## src/rtl/posit_defines.sv

```systemverilog
// Shared types and constants for the streaming posit decoder.
package posit_defines;

    localparam int NBITS        = 32;
    localparam int ES           = 2;
    localparam int FBITS_UNPACK = NBITS - 3 - ES;
    localparam int SCALEW       = 8;
    localparam int RUNW         = $clog2(NBITS) + 1;

    // Decoded posit: fraction excludes the hidden bit and is MSB-aligned.
    typedef struct packed {
        logic                     sign;
        logic signed [SCALEW-1:0] scale;
        logic [FBITS_UNPACK-1:0]  fraction;
        logic                     inf;
        logic                     zero;
    } value_accum;

    localparam value_accum VALUE_ZERO = '{sign: 1'b0, scale: '0, fraction: '0, inf: 1'b0, zero: 1'b1};

    // Length of the run of identical bits starting at the MSB of the body.
    function automatic logic [RUNW-1:0] regime_run(input logic [NBITS-2:0] body);
        logic [RUNW-1:0] run;
        logic            stop;
        run  = '0;
        stop = 1'b0;
        for (int i = NBITS - 2; i >= 0; i--) begin
            if (!stop && (body[i] == body[NBITS-2])) begin
                run = run + RUNW'(1);
            end else begin
                stop = 1'b1;
            end
        end
        return run;
    endfunction

endpackage

```

## src/rtl/posit_unpack_fifo.sv

```systemverilog
// First-word-fall-through FIFO holding decoded words until the consumer takes them.
module posit_unpack_fifo #(
    parameter int WIDTH = 8,
    parameter int DEPTH = 4,
    localparam int CW   = $clog2(DEPTH + 1)
) (
    input  logic             clk,
    input  logic             rst,
    input  logic             i_wr,
    input  logic [WIDTH-1:0] i_wdata,
    input  logic             i_rd,
    output logic [WIDTH-1:0] o_rdata,
    output logic             o_full,
    output logic             o_empty,
    output logic [CW-1:0]    o_count
);
    localparam int PW = (DEPTH > 1) ? $clog2(DEPTH) : 1;

    logic [WIDTH-1:0] r_mem [DEPTH];
    logic [PW-1:0]    r_wr_ptr;
    logic [PW-1:0]    r_rd_ptr;
    logic [CW-1:0]    r_count;
    logic             w_do_wr;
    logic             w_do_rd;

    assign o_full  = (r_count == CW'(DEPTH));
    assign o_empty = (r_count == '0);
    assign o_count = r_count;
    assign o_rdata = r_mem[r_rd_ptr];
    assign w_do_wr = i_wr && !o_full;
    assign w_do_rd = i_rd && !o_empty;

    function automatic logic [PW-1:0] ptr_inc(input logic [PW-1:0] p);
        return (p == PW'(DEPTH - 1)) ? '0 : p + PW'(1);
    endfunction

    // Pointer and occupancy bookkeeping; pointers wrap modulo DEPTH.
    always_ff @(posedge clk) begin
        if (!rst) begin
            r_wr_ptr <= '0;
            r_rd_ptr <= '0;
            r_count  <= '0;
        end else begin
            if (w_do_wr) r_wr_ptr <= ptr_inc(r_wr_ptr);
            if (w_do_rd) r_rd_ptr <= ptr_inc(r_rd_ptr);
            if (w_do_wr && !w_do_rd)      r_count <= r_count + CW'(1);
            else if (!w_do_wr && w_do_rd) r_count <= r_count - CW'(1);
        end
    end

    // Storage array; contents need no reset because occupancy gates visibility.
    always_ff @(posedge clk) begin
        if (w_do_wr) r_mem[r_wr_ptr] <= i_wdata;
    end

    a_no_overflow: assert property (@(posedge clk) disable iff (!rst) !(i_wr && o_full));

endmodule

```

## src/rtl/posit_unpack_stream.sv

```systemverilog
// Streaming posit decoder: 3-stage decode pipeline, output FIFO, credit-based input flow control.
module posit_unpack_stream
    import posit_defines::*;
#(
    parameter int FIFO_DEPTH = 4
) (
    input  logic             clk,
    input  logic             rst,
    input  logic             in_valid,
    output logic             in_ready,
    input  logic [NBITS-1:0] in_data,
    output logic             out_valid,
    input  logic             out_ready,
    output value_accum       out_value,
    output logic [NBITS-1:0] out_raw,
    output logic             busy
);
    localparam int CREDW = $clog2(FIFO_DEPTH + 1);
    localparam int TAILW = ES + FBITS_UNPACK;
    localparam int FW    = $bits(value_accum) + NBITS;

    logic             w_accept, w_emit;
    logic             r_in_ready;
    logic [CREDW-1:0] r_credit, w_credit_next;

    logic             r_s0_valid, r_s0_sign, r_s0_zero, r_s0_inf;
    logic [NBITS-1:0] r_s0_raw;
    logic [NBITS-2:0] r_s0_body, w_neg_body;
    logic [RUNW-1:0]  w_s0_run;
    logic signed [SCALEW-1:0] w_s0_k;

    logic             r_s1_valid, r_s1_sign, r_s1_zero, r_s1_inf;
    logic [NBITS-1:0] r_s1_raw;
    logic [TAILW-1:0] r_s1_tail, w_s1_shifted;
    logic [RUNW-1:0]  r_s1_run;
    logic signed [SCALEW-1:0] r_s1_k;
    value_accum       w_s2_value;

    logic             r_s2_valid;
    value_accum       r_s2_value;
    logic [NBITS-1:0] r_s2_raw;

    logic [FW-1:0]    w_fifo_rdata;
    logic             w_fifo_full, w_fifo_empty;
    logic [CREDW-1:0] w_fifo_count;
    value_accum       w_rd_value;
    logic [NBITS-1:0] w_rd_raw;

    assign in_ready  = r_in_ready;
    assign out_valid = !w_fifo_empty;
    assign busy      = (r_credit != '0);
    assign w_accept  = in_valid && r_in_ready;
    assign w_emit    = out_valid && out_ready;

    // Credits count words accepted but not yet emitted.
    always_comb begin
        w_credit_next = r_credit;
        if (w_accept && !w_emit)      w_credit_next = r_credit + CREDW'(1);
        else if (!w_accept && w_emit) w_credit_next = r_credit - CREDW'(1);
    end

    // Credit register and registered ready, so in_ready never sees out_ready combinationally.
    always_ff @(posedge clk) begin
        if (!rst) begin
            r_credit   <= '0;
            r_in_ready <= 1'b0;
        end else begin
            r_credit   <= w_credit_next;
            r_in_ready <= (w_credit_next < CREDW'(FIFO_DEPTH));
        end
    end

    // Pipeline valid bits; the pipeline never stalls because credits bound occupancy.
    always_ff @(posedge clk) begin
        if (!rst) begin
            r_s0_valid <= 1'b0;
            r_s1_valid <= 1'b0;
            r_s2_valid <= 1'b0;
        end else begin
            r_s0_valid <= w_accept;
            r_s1_valid <= r_s0_valid;
            r_s2_valid <= r_s1_valid;
        end
    end

    assign w_neg_body = '0 - in_data[NBITS-2:0];

    // S0: capture accepted word, take magnitude of the body, flag zero/inf.
    always_ff @(posedge clk) begin
        if (w_accept) begin
            r_s0_raw  <= in_data;
            r_s0_sign <= in_data[NBITS-1];
            r_s0_body <= in_data[NBITS-1] ? w_neg_body : in_data[NBITS-2:0];
            r_s0_zero <= (in_data == '0);
            r_s0_inf  <= in_data[NBITS-1] && (in_data[NBITS-2:0] == '0);
        end
    end

    assign w_s0_run = regime_run(r_s0_body);
    assign w_s0_k   = r_s0_body[NBITS-2] ? (SCALEW'(w_s0_run) - SCALEW'(1))
                                         : (SCALEW'(0) - SCALEW'(w_s0_run));

    // S1: regime run length and k; keep only the bits below the shortest regime+terminator.
    always_ff @(posedge clk) begin
        r_s1_raw  <= r_s0_raw;
        r_s1_sign <= r_s0_sign;
        r_s1_zero <= r_s0_zero;
        r_s1_inf  <= r_s0_inf;
        r_s1_tail <= r_s0_body[TAILW-1:0];
        r_s1_run  <= w_s0_run;
        r_s1_k    <= w_s0_k;
    end

    // A run of 1 leaves the tail aligned already; each extra regime bit shifts one more, zero-filling.
    assign w_s1_shifted = r_s1_tail << (r_s1_run - RUNW'(1));

    // Assemble the decoded value; zero and inf carry no sign, scale or fraction.
    always_comb begin
        w_s2_value = '0;
        if (r_s1_zero) begin
            w_s2_value.zero = 1'b1;
        end else if (r_s1_inf) begin
            w_s2_value.inf = 1'b1;
        end else begin
            w_s2_value.sign     = r_s1_sign;
            w_s2_value.scale    = (r_s1_k <<< ES)
                                + $signed({{(SCALEW-ES){1'b0}}, w_s1_shifted[TAILW-1 -: ES]});
            w_s2_value.fraction = w_s1_shifted[FBITS_UNPACK-1:0];
        end
    end

    // S2: register the decoded word for the FIFO write on the next edge.
    always_ff @(posedge clk) begin
        r_s2_value <= w_s2_value;
        r_s2_raw   <= r_s1_raw;
    end

    posit_unpack_fifo #(
        .WIDTH (FW),
        .DEPTH (FIFO_DEPTH)
    ) u_fifo (
        .clk     (clk),
        .rst     (rst),
        .i_wr    (r_s2_valid),
        .i_wdata ({r_s2_value, r_s2_raw}),
        .i_rd    (out_ready),
        .o_rdata (w_fifo_rdata),
        .o_full  (w_fifo_full),
        .o_empty (w_fifo_empty),
        .o_count (w_fifo_count)
    );

    assign {w_rd_value, w_rd_raw} = w_fifo_rdata;
    assign out_value = w_fifo_empty ? VALUE_ZERO : w_rd_value;
    assign out_raw   = w_fifo_empty ? '0 : w_rd_raw;

    a_credit_covers_fifo: assert property (@(posedge clk) disable iff (!rst)
        (w_fifo_count <= r_credit) && (!w_fifo_full || (r_credit == CREDW'(FIFO_DEPTH))));

endmodule

```

## config.mk

```make
export PLATFORM = sky130hd
export DESIGN_NAME = posit_unpack_stream
export DESIGN_NICKNAME = d
export VERILOG_FILES = /design/src/rtl/posit_defines.sv /design/src/rtl/posit_unpack_fifo.sv /design/src/rtl/posit_unpack_stream.sv
export SDC_FILE = /design/constraint.sdc
export NUM_CORES = 1
export LEC_CHECK = 0
export ABC_AREA = 1
export CAP_MARGIN = 15
export CORE_MARGIN = 2
export CORE_UTILIZATION = 31
export CTS_BUF_LIST = sky130_fd_sc_hd__clkbuf_2
export CTS_CLUSTER_SIZE = 16
export DETAILED_ROUTE_END_ITERATION = 8
export PLACE_DENSITY_LB_ADDON = 0.12
export SYNTH_ARGS = -nofsm -noshare
export SYNTH_HDL_FRONTEND = slang
export SYNTH_SLANG_ARGS = --single-unit
```

## constraint.sdc

```tcl
create_clock -name clk -period 11.8 [get_ports clk]
set_input_delay 3.54 -clock clk [delete_from_list [all_inputs] [get_ports clk]]
set_output_delay 3.54 -clock clk [all_outputs]
set_load 0.01 [all_outputs]
```

Word-level counts from Yosys, hierarchy flattened
Memory sizes are Yosys's and may differ from the RTL's. A register that Yosys moved wholly into a read port is not among the register bits.
Index checks and enable logic that the tools add are counted.
Widths: inputs -> output; s select.

word-level totals
  bits in registers = 226
  RAM bits = 280
  output and inout bits = 73
  memories kept = 1

operators by class
  add/subtract/negate cells = 40
  $lt $le $gt $ge = 1
  equality and inequality tests = 33
  shifts and indexed selects = 1
  muxes and demuxes = 75
  reductions and logical operators = 76

memories
  name          depth  width  read ports  clocked after memory_dff  wr ports  line                     text
  u_fifo.r_mem  4      70     1           1                         1         posit_unpack_fifo.sv:19  logic [WIDTH-1:0] r_mem [DEPTH];

operators with widths
  cell                   number
  $mux 6                 30
  $add 6x1->6 const B    29
  $mux 38                1
  $logic_and 1x1->1      37
  $logic_not 1->1        33
  $mux 1                 33
  $logic_not 32->1       1
  $mux 32                1
  $logic_not 31->1       1
  $mux 31                1
  $sub 1x31->31 const A  1
  $eq 1x1->1             30
  $shl 29x6->29          1
  $mux 3                 4
  $sub 6x1->6 const B    2
  $mux 2                 5
  $add 8x3->8            1
  $add 3x1->3 const B    2
  $sub 1x6->6 const A    1
  $sub 3x1->3 const B    2
  $add 2x1->2 const B    2
  $eq 2x2->1 const B     2
  $eq 3x3->1 const B     1
  $logic_not 3->1        1
  4 further kinds        4

Longest topological paths before layout
Gate-level depths: netlist of run 1.

  depth in word-level cells = 89
  gate-level depth with buffers = 83
  gate-level depth less buffers = 83

Hierarchy
From an unflattened synthesis of run 1, not the netlist that was laid out.

unflattened totals
  cell total of the unflattened synthesis = 2300
  area total of the unflattened synthesis = 22813.1 µm²

modules (own cells, without submodules)
  module               instances  cells an instance  area an instance (µm²)
  posit_unpack_fifo    1          748                11448.5
  posit_unpack_stream  1          1552               11364.6

Least setup slack after synthesis of run 1
Ideal clock, no wire load.

  path type = reg-to-reg
  from = reg r_s0_body[30]
  to = reg r_s1_k[5]
  library setup time = 0.109 ns
  arrival time = 10.364 ns
  data required time = 11.691 ns
  slack = 1.327 ns
  cell stages (with the launch flop) = 77
  buffers on the path = 0
  period minus slack after synthesis = 10.473 ns
  path through = edfxtp_1 inv_2 nand2_1 nand2_1 nand3_2 nand2_1 inv_1 ha_1 nand2_1 nand2_1 ha_1 nand3b_1 nand2_1 inv_1 ha_1 nand2_1 nand2_1 ha_1 [41 not listed] nand3_1 and2_1 ha_1 o21ai_1 o21ai_1 ha_1 nand2_1 nand2_1 ha_1 or2_0 nand2_1 nand4_1 nor2_1 inv_1 nor2_2 nand2_1 nand2_1 inv_1

between the ends
  word-level cells in the longest chain between the ends = 89
  elaborated cells on any way between the ends = 178

ends and longest elaborated chain
  what                                                  line                        text
  from (decl)                                           posit_unpack_stream.sv:28   logic [NBITS-2:0] r_s0_body, w_neg_body;
  from (signal assigned)                                posit_unpack_stream.sv:93   r_s0_body <= in_data[NBITS-1] ? w_neg_body : in_data[NBITS-2:0];
  branches (longest 88 deep; another with $add 6x1->6)  n/a
  $mux 6 *                                              posit_unpack_stream.sv:100  assign w_s0_k = r_s0_body[NBITS-2] ? (SCALEW'(w_s0_run) - SCALEW'(1))
  via w_s0_k[5]                                         posit_unpack_stream.sv:30   logic signed [SCALEW-1:0] w_s0_k;
  to (signal assigned)                                  posit_unpack_stream.sv:111  r_s1_k <= w_s0_k;
  to (decl)                                             posit_unpack_stream.sv:36   logic signed [SCALEW-1:0] r_s1_k;

Mark *: on every way through the listed nets, which the timed path passes.
A chain may end at the register's enable or synchronous reset.

Worst setup path in the final report of run 1
Same ends and word-level chain as after synthesis.

==> results of run 1 <==
## per-layer routing
metal  part of all wire  track usage  vias to the layer above
met5                  0            0                        -
met4              0.019      0.05321                        0
met3              0.039      0.02512                       72
met2               0.46       0.2427                      276
met1               0.48       0.1992                     7235
li1                   -            -                     7931
## worst register-to-register path: cells and delay by family, from the launching register on
kind | cells | cell delay (ps)
buffers and inverters | 11 | 850
AO/OA/AOI/OAI | 12 | 1290
adder cells (fa/ha/maj) | 15 | 4170
AND/OR/NAND/NOR | 39 | 4140
flip-flops | 1 | 550
## logic make-up after synthesis
family | count (synthesis) | synth area share
AND/OR/NAND/NOR | 977 | 0.1920
flip-flops | 504 | 0.6147
AO/OA/AOI/OAI | 368 | 0.08986
buffers and inverters | 289 | 0.04967
XOR/XNOR | 61 | 0.02649
adder cells (fa/ha/maj) | 41 | 0.02364
multiplexers | 8 | 0.003638
## layout make-up
type	count	area, um^2
fillers	7166	44710
flip-flops and latches	504	13540
multi-input cells	1455	7556
repair buffers	132	1265
well taps	940	1176
clock buffers	190	950.9
inverters	203	772.0
clock inverters	30	182.7
diodes	1	2.502
## where the power goes
| part | internal (mW) | leakage (nW) | switching [mW] | total [mW] |
|---|---|---|---|---|
| clock network | 0.470 | 0.886 | 0.674 | 1.14 |
| registers | 2.13 | 4.48 | 0.175 | 2.30 |
| logic | 0.772 | 4.77 | 1.29 | 2.06 |
| total | 3.37 | 10.1 | 2.14 | 5.51 |
## final timing paths
path	depth (start not counted)	slack [ps]	to	start
hold / removal	0	310	r_s2_raw[30]	r_s1_raw[30]
setup reg to reg	77	720	r_s1_k[5]	r_s0_body[30]
setup / recovery	77	720	r_s1_k[5]	r_s0_body[30]
hold reg to reg	0	310	r_s2_raw[30]	r_s1_raw[30]
## what timing repair did
item                                    CTS  global route
endpoints found under the hold margin     0             0
setup buffers                             0             9
resized for setup                         0            33
endpoints found under the setup margin    0             9
## sequential cells by signal (all words and copies together) (netlist names), 3 cells and up, named ones only
register / flops
r_s1_k: 6
r_s0_raw: 31
r_s0_body: 30
r_s1_raw: 31
r_s1_run: 6
r_s2_raw: 32
u_fifo.r_mem: 280
r_credit: 3
r_s1_tail: 29
u_fifo.o_count: 3
r_s2_value: 38
## Yosys cell counts, drive strengths merged (5+ instances only)
| cell | n |
|---|---|
| nor2 | 445 |
| nand2 | 373 |
| edfxtp | 344 |
| o21ai | 223 |
| inv | 192 |
| dfxtp | 160 |
| nand3 | 117 |
| a21oi | 106 |
| clkbuf | 69 |
| ha | 40 |
| xor2 | 37 |
| xnor2 | 24 |
| buf | 17 |
| clkinv | 11 |
| a31oi | 10 |
| or2 | 10 |
| nand3b | 9 |
| nor3 | 9 |
| mux2i | 8 |
| o32ai | 8 |
| nand4 | 7 |
| o22ai | 7 |
| o211ai | 5 |
## per-stage QoR
| step | hold slack [ps] | area (um^2) | setup TNS, ps | power [mW] | cells |
|---|---|---|---|---|---|
| after floorplan | 309.6 | 22010 | 0 | 3.461 | 2248 |
| after global placement | 312.2 | 24130 | 0 | 4.388 | 3225 |
| after detailed placement | 312.1 | 24130 | 0 | 4.403 | 3225 |
| after CTS | 319.9 | 25260 | 0 | 5.576 | 3445 |
| after global routing | 331.4 | 25440 | -135.4 | 5.930 | 3455 |
| final | 313.9 | 25440 | 0 | 5.507 | 3455 |
==> results.py, run 1 <==
metrics = {
    "cells_and_area": {
        "layout-drive-gt1-share": 0.1476,
        "final_util": 0.3627,
        "nets": 2491,
        "area.growth.synth_to_final_pct": 15.57,
        "layout_commonest_cell": "nor2_1",
        "final_cell_mix": "nor2_1 (426), edfxtp_1 (344), nand2_1 (335)",
    },
    "timing": {
        "fin_skew_ps": 75.33,
        "period_needed_ps": 11080,
        "worst_pin_slew_ps": 1093,
        "hold_violations": 0,
        "setup_viol": 0,
        "timing.final.ws_setup_ps": 715.1,
        "min_period_over_period": 0.9394,
        "max_slew_margin": 0.2669,
        "slew_violations": 0,
        "fmax_mhz": 90.21,
    },
    "place": {
        "io_buffers": 108,
        "place_congestion": 0.8292,
        "pre_cts_ws_ps": 87.63,
        "hpwl_um": 34930,
    },
    "floorplan": {
        "rows": 97,
        "die_height_um": 270.5,
        "core_area_um2": 70150,
        "io_pins": 109,
        "die_x_um": 270.5,
        "dieArea_um2": 73160,
        "start_util": 0.3138,
    },
    "clock_tree": {
        "tritoncts": "built",
        "clock_path_buffers": 3,
        "clk_pin_slew_ps": 110,
        "clkLatencyLatePin_ps": 1130,
        "cts_made_buffers": 118,
        "ctsHtreeMaxLevel": 3,
        "clock_sinks": 504,
        "cts_root_buffer": "clkbuf_2",
        "cts_hold_buf": 0,
    },
    "hold_path": {
        "worstHoldPathType": "register to register",
    },
    "synthesis": {
        "synth_edf_count": 344,
        "synth_largest_area_cell": "edfxtp_1",
        "yosysTopAreaCellShare": 0.4692,
        "synth.cell_area_um2": 22010,
        "synthTopCellsByArea": "edfxtp_1 (47%), dfxtp_1 (15%), nor2_1 (7.4%), nand2_1 (5.8%), o21ai_0 (4.8%)",
        "synth_ff_type": "edfxtp_1",
        "synth_seq_cells": 504,
        "synthArstFlopShare": 0,
        "syn_inst": 2248,
        "syn_area_per_cell_um2": 9.793,
        "seq_area_frac_synth": 0.6147,
        "synth_nets": 2325,
        "netlist-cell-type-count": 55,
        "yosys_warnings": 0,
    },
    "power": {
        "leakage_nw": 10.13,
        "power_density_nw_per_um2": 216.5,
        "vdd_drop_max_v": 0.0001164,
    },
    "global_routing": {
        "grt_use_total": 0.1488,
        "grt-ovfl-total": 0,
        "grt_pass1_wl_um": 85870,
        "antenna_found_initial": 1,
        "grt_pass1_vias": 15350,
        "grt_max_degree": 109,
    },
    "route": {
        "drc_errors": 0,
        "via_count": 15510,
        "drtIter0Drc": 881,
        "first_pass_iters": 5,
        "viasPerCell": 4.490,
        "routed_wl_um": 54490,
        "wl_per_cell_um": 15.77,
        "ant_nets": 0,
    },
    "setup_path": {
        "start_kind": "register",
        "crit_slowest_cell": "edfxtp_1",
        "slowest_delay_ps": 550,
        "cp-end-kind": "register",
        "critical-path-top-delay-family": "adder cells",
        "crit_required_ps": 12790,
        "arrival_ps": 12070,
        "worst-path-max-fanout": 8,
        "crit_buf_inv": 11,
        "path_class": "register to register",
    },
    "outcome": {
        "status": "complete, no violations",
    },
    "run": {
        "drv_cap": 0,
    },
}
Power figures use the tool's default switching activity.
==> run 2, diff against run 1 <==
REMOVE_ABC_BUFFERS = 1   (was not set)
==> results.py, run 2 (same netlist as run 1, synthesis figures left out) <==
metrics = {
    "outcome": {
        "status": "complete, no violations",
    },
    "cells_and_area": {
        "final_cell_mix": "nor2_1 (426), edfxtp_1 (344), nand2_1 (337)",
        "largest-register": "u_fifo.r_mem",
        "nets": 2493,
        "layout-drive-gt1-share": 0.1452,
        "regArea_um2": 13540,
        "multi_input_area_um2": 7536,
        "area.growth.synth_to_final_pct": 15.56,
        "largest_register_ffs": 280,
        "largestRegisters": "u_fifo.r_mem (280), r_s2_value (38), r_s2_raw (32)",
        "layout_commonest_cell": "nor2_1",
        "n_fill_cell": 7155,
    },
    "timing": {
        "fin_skew_ps": 82.74,
        "max_slew_margin": 0.2572,
        "slew_violations": 0,
        "min_period_over_period": 0.9303,
        "fin_setup_tns_ps": 0,
        "period_needed_ps": 10980,
        "timing.final.ws_setup_ps": 822.4,
        "setup_viol": 0,
        "worst_pin_slew_ps": 1114,
        "fmax_mhz": 91.09,
        "hold_violations": 0,
    },
    "floorplan": {
        "die_height_um": 270.5,
        "io_pins": 109,
        "start_util": 0.3138,
        "dieArea_um2": 73160,
        "core_area_um2": 70150,
        "rows": 97,
        "die_x_um": 270.5,
    },
    "route": {
        "route.met2.wl_um": 25450,
        "wl_met3_um": 2073,
        "drtIter0Drc": 776,
        "first_pass_iters": 5,
        "routed_wl_um": 53810,
        "wl_met1_um": 25090,
        "ant_nets": 0,
        "via_count": 15590,
        "viasPerCell": 4.502,
        "wl_per_cell_um": 15.54,
        "drc_errors": 0,
        "routed.top_layer": "met4",
    },
    "global_routing": {
        "grt_max_degree": 111,
        "grt_pass1_vias": 15440,
        "antenna_found_initial": 5,
        "grt-ovfl-total": 0,
        "grt_pass1_wl_um": 84640,
        "grt_use_total": 0.1472,
    },
    "place": {
        "io_buffers": 108,
        "place_congestion": 0.8237,
        "hpwl_um": 34260,
        "pre_cts_ws_ps": 203.0,
    },
    "setup_path": {
        "slowest_delay_ps": 490,
        "arrival_ps": 12030,
        "crit_slowest_cell": "edfxtp_1",
        "path_class": "register to register",
        "crit_required_ps": 12850,
        "cp-end-kind": "register",
        "critPathMostFrequentCell": "nand2_1",
        "worst-path-max-fanout": 4,
        "startpoint": "r_s0_body[30]",
        "start_kind": "register",
        "regToRegStartpoint": "r_s0_body[30]",
    },
    "clock_tree": {
        "clkLatencyLatePin_ps": 1160,
        "tritoncts": "built",
        "cts_root_buffer": "clkbuf_2",
        "clk_pin_slew_ps": 110,
        "clock_sinks": 504,
        "ctsHtreeMaxLevel": 3,
        "clock_path_buffers": 3,
        "cts_made_buffers": 119,
    },
    "power": {
        "power_density_nw_per_um2": 214.6,
        "vdd_drop_max_v": 0.0001417,
        "leakage_nw": 10.12,
    },
    "hold_path": {
        "worstHoldPathType": "register to register",
        "worstHoldStart": "r_s1_raw[11]",
    },
    "run": {
        "drv_cap": 0,
    },
}
==> run 2: changes by cell type in the layout (fill, tap and decap cells not counted), moves of 2 or more <==
cell,change
clkinv_2,+2
nand2_1,+2
nand2_2,-2
clkinv_1,+8
clkbuf_2,-5
inv_6,+4
==> run 2: repair_timing <==
item | 4_1_cts | 5_1_grt
gates resized for setup | 0 | 30
setup endpoints to repair | 0 | 10
hold buffers | 0 | 0
setup buffers | 0 | 11
==> run 2: power breakdown <==
group	total (mW)	switching, mW	internal, mW
combinational	2.02	1.25	0.770
sequential	2.30	0.174	2.13
clock	1.14	0.687	0.448
total	5.46	2.11	3.35
==> run 2: layout make-up <==
type,instances,area share
antenna,1,0.00009837
clock buffer,185,0.03640
clock inverter,41,0.008410
inverter,203,0.03044
multi-input combinational,1455,0.2962
sequential,504,0.5322
tap,940,0.04623
timing repair buffer,133,0.05002
==> run 2: worst paths after layout <==
kind / to / slack (ps) / cells after the start
setup / recovery: r_s1_k[5] / 820 / 77
hold / removal: r_s2_raw[11] / 310 / 0
setup reg to reg: r_s1_k[5] / 820 / 77
hold reg to reg: r_s2_raw[11] / 310 / 0
==> run 2: per-layer routing <==
layer | GRT usage | vias up
li1 | - | 7917
met1 | 0.1881 | 7339
met2 | 0.2478 | 261
met3 | 0.02556 | 69
met4 | 0.05757 | 0
met5 | 0 | -
==> run 2: metrics by stage <==
stage          area, um^2  std cells  utilization  total power, mW  hold WS (ps)
6_report            25440       3462       0.3626            5.460         312.4
5_1_grt             25440       3462       0.3626            5.886         288.4
4_1_cts             25250       3450       0.3600            5.544         287.3
3_5_place_dp        24110       3224       0.3437            4.374         312.1
3_3_place_gp        24110       3224       0.3437            4.353         311.0
2_1_floorplan       21690       2162            -            3.426         309.6
==> run 2: critical path: cells and delay by family, from the launching register on <==
family / cells / cell delay (ps)
and+or+nand+nor: 41 / 4140
DFF: 1 / 490
adders and majority gates: 15 / 4190
AOI/OAI and AO/OA: 12 / 1390
buffers and inverters: 9 / 640
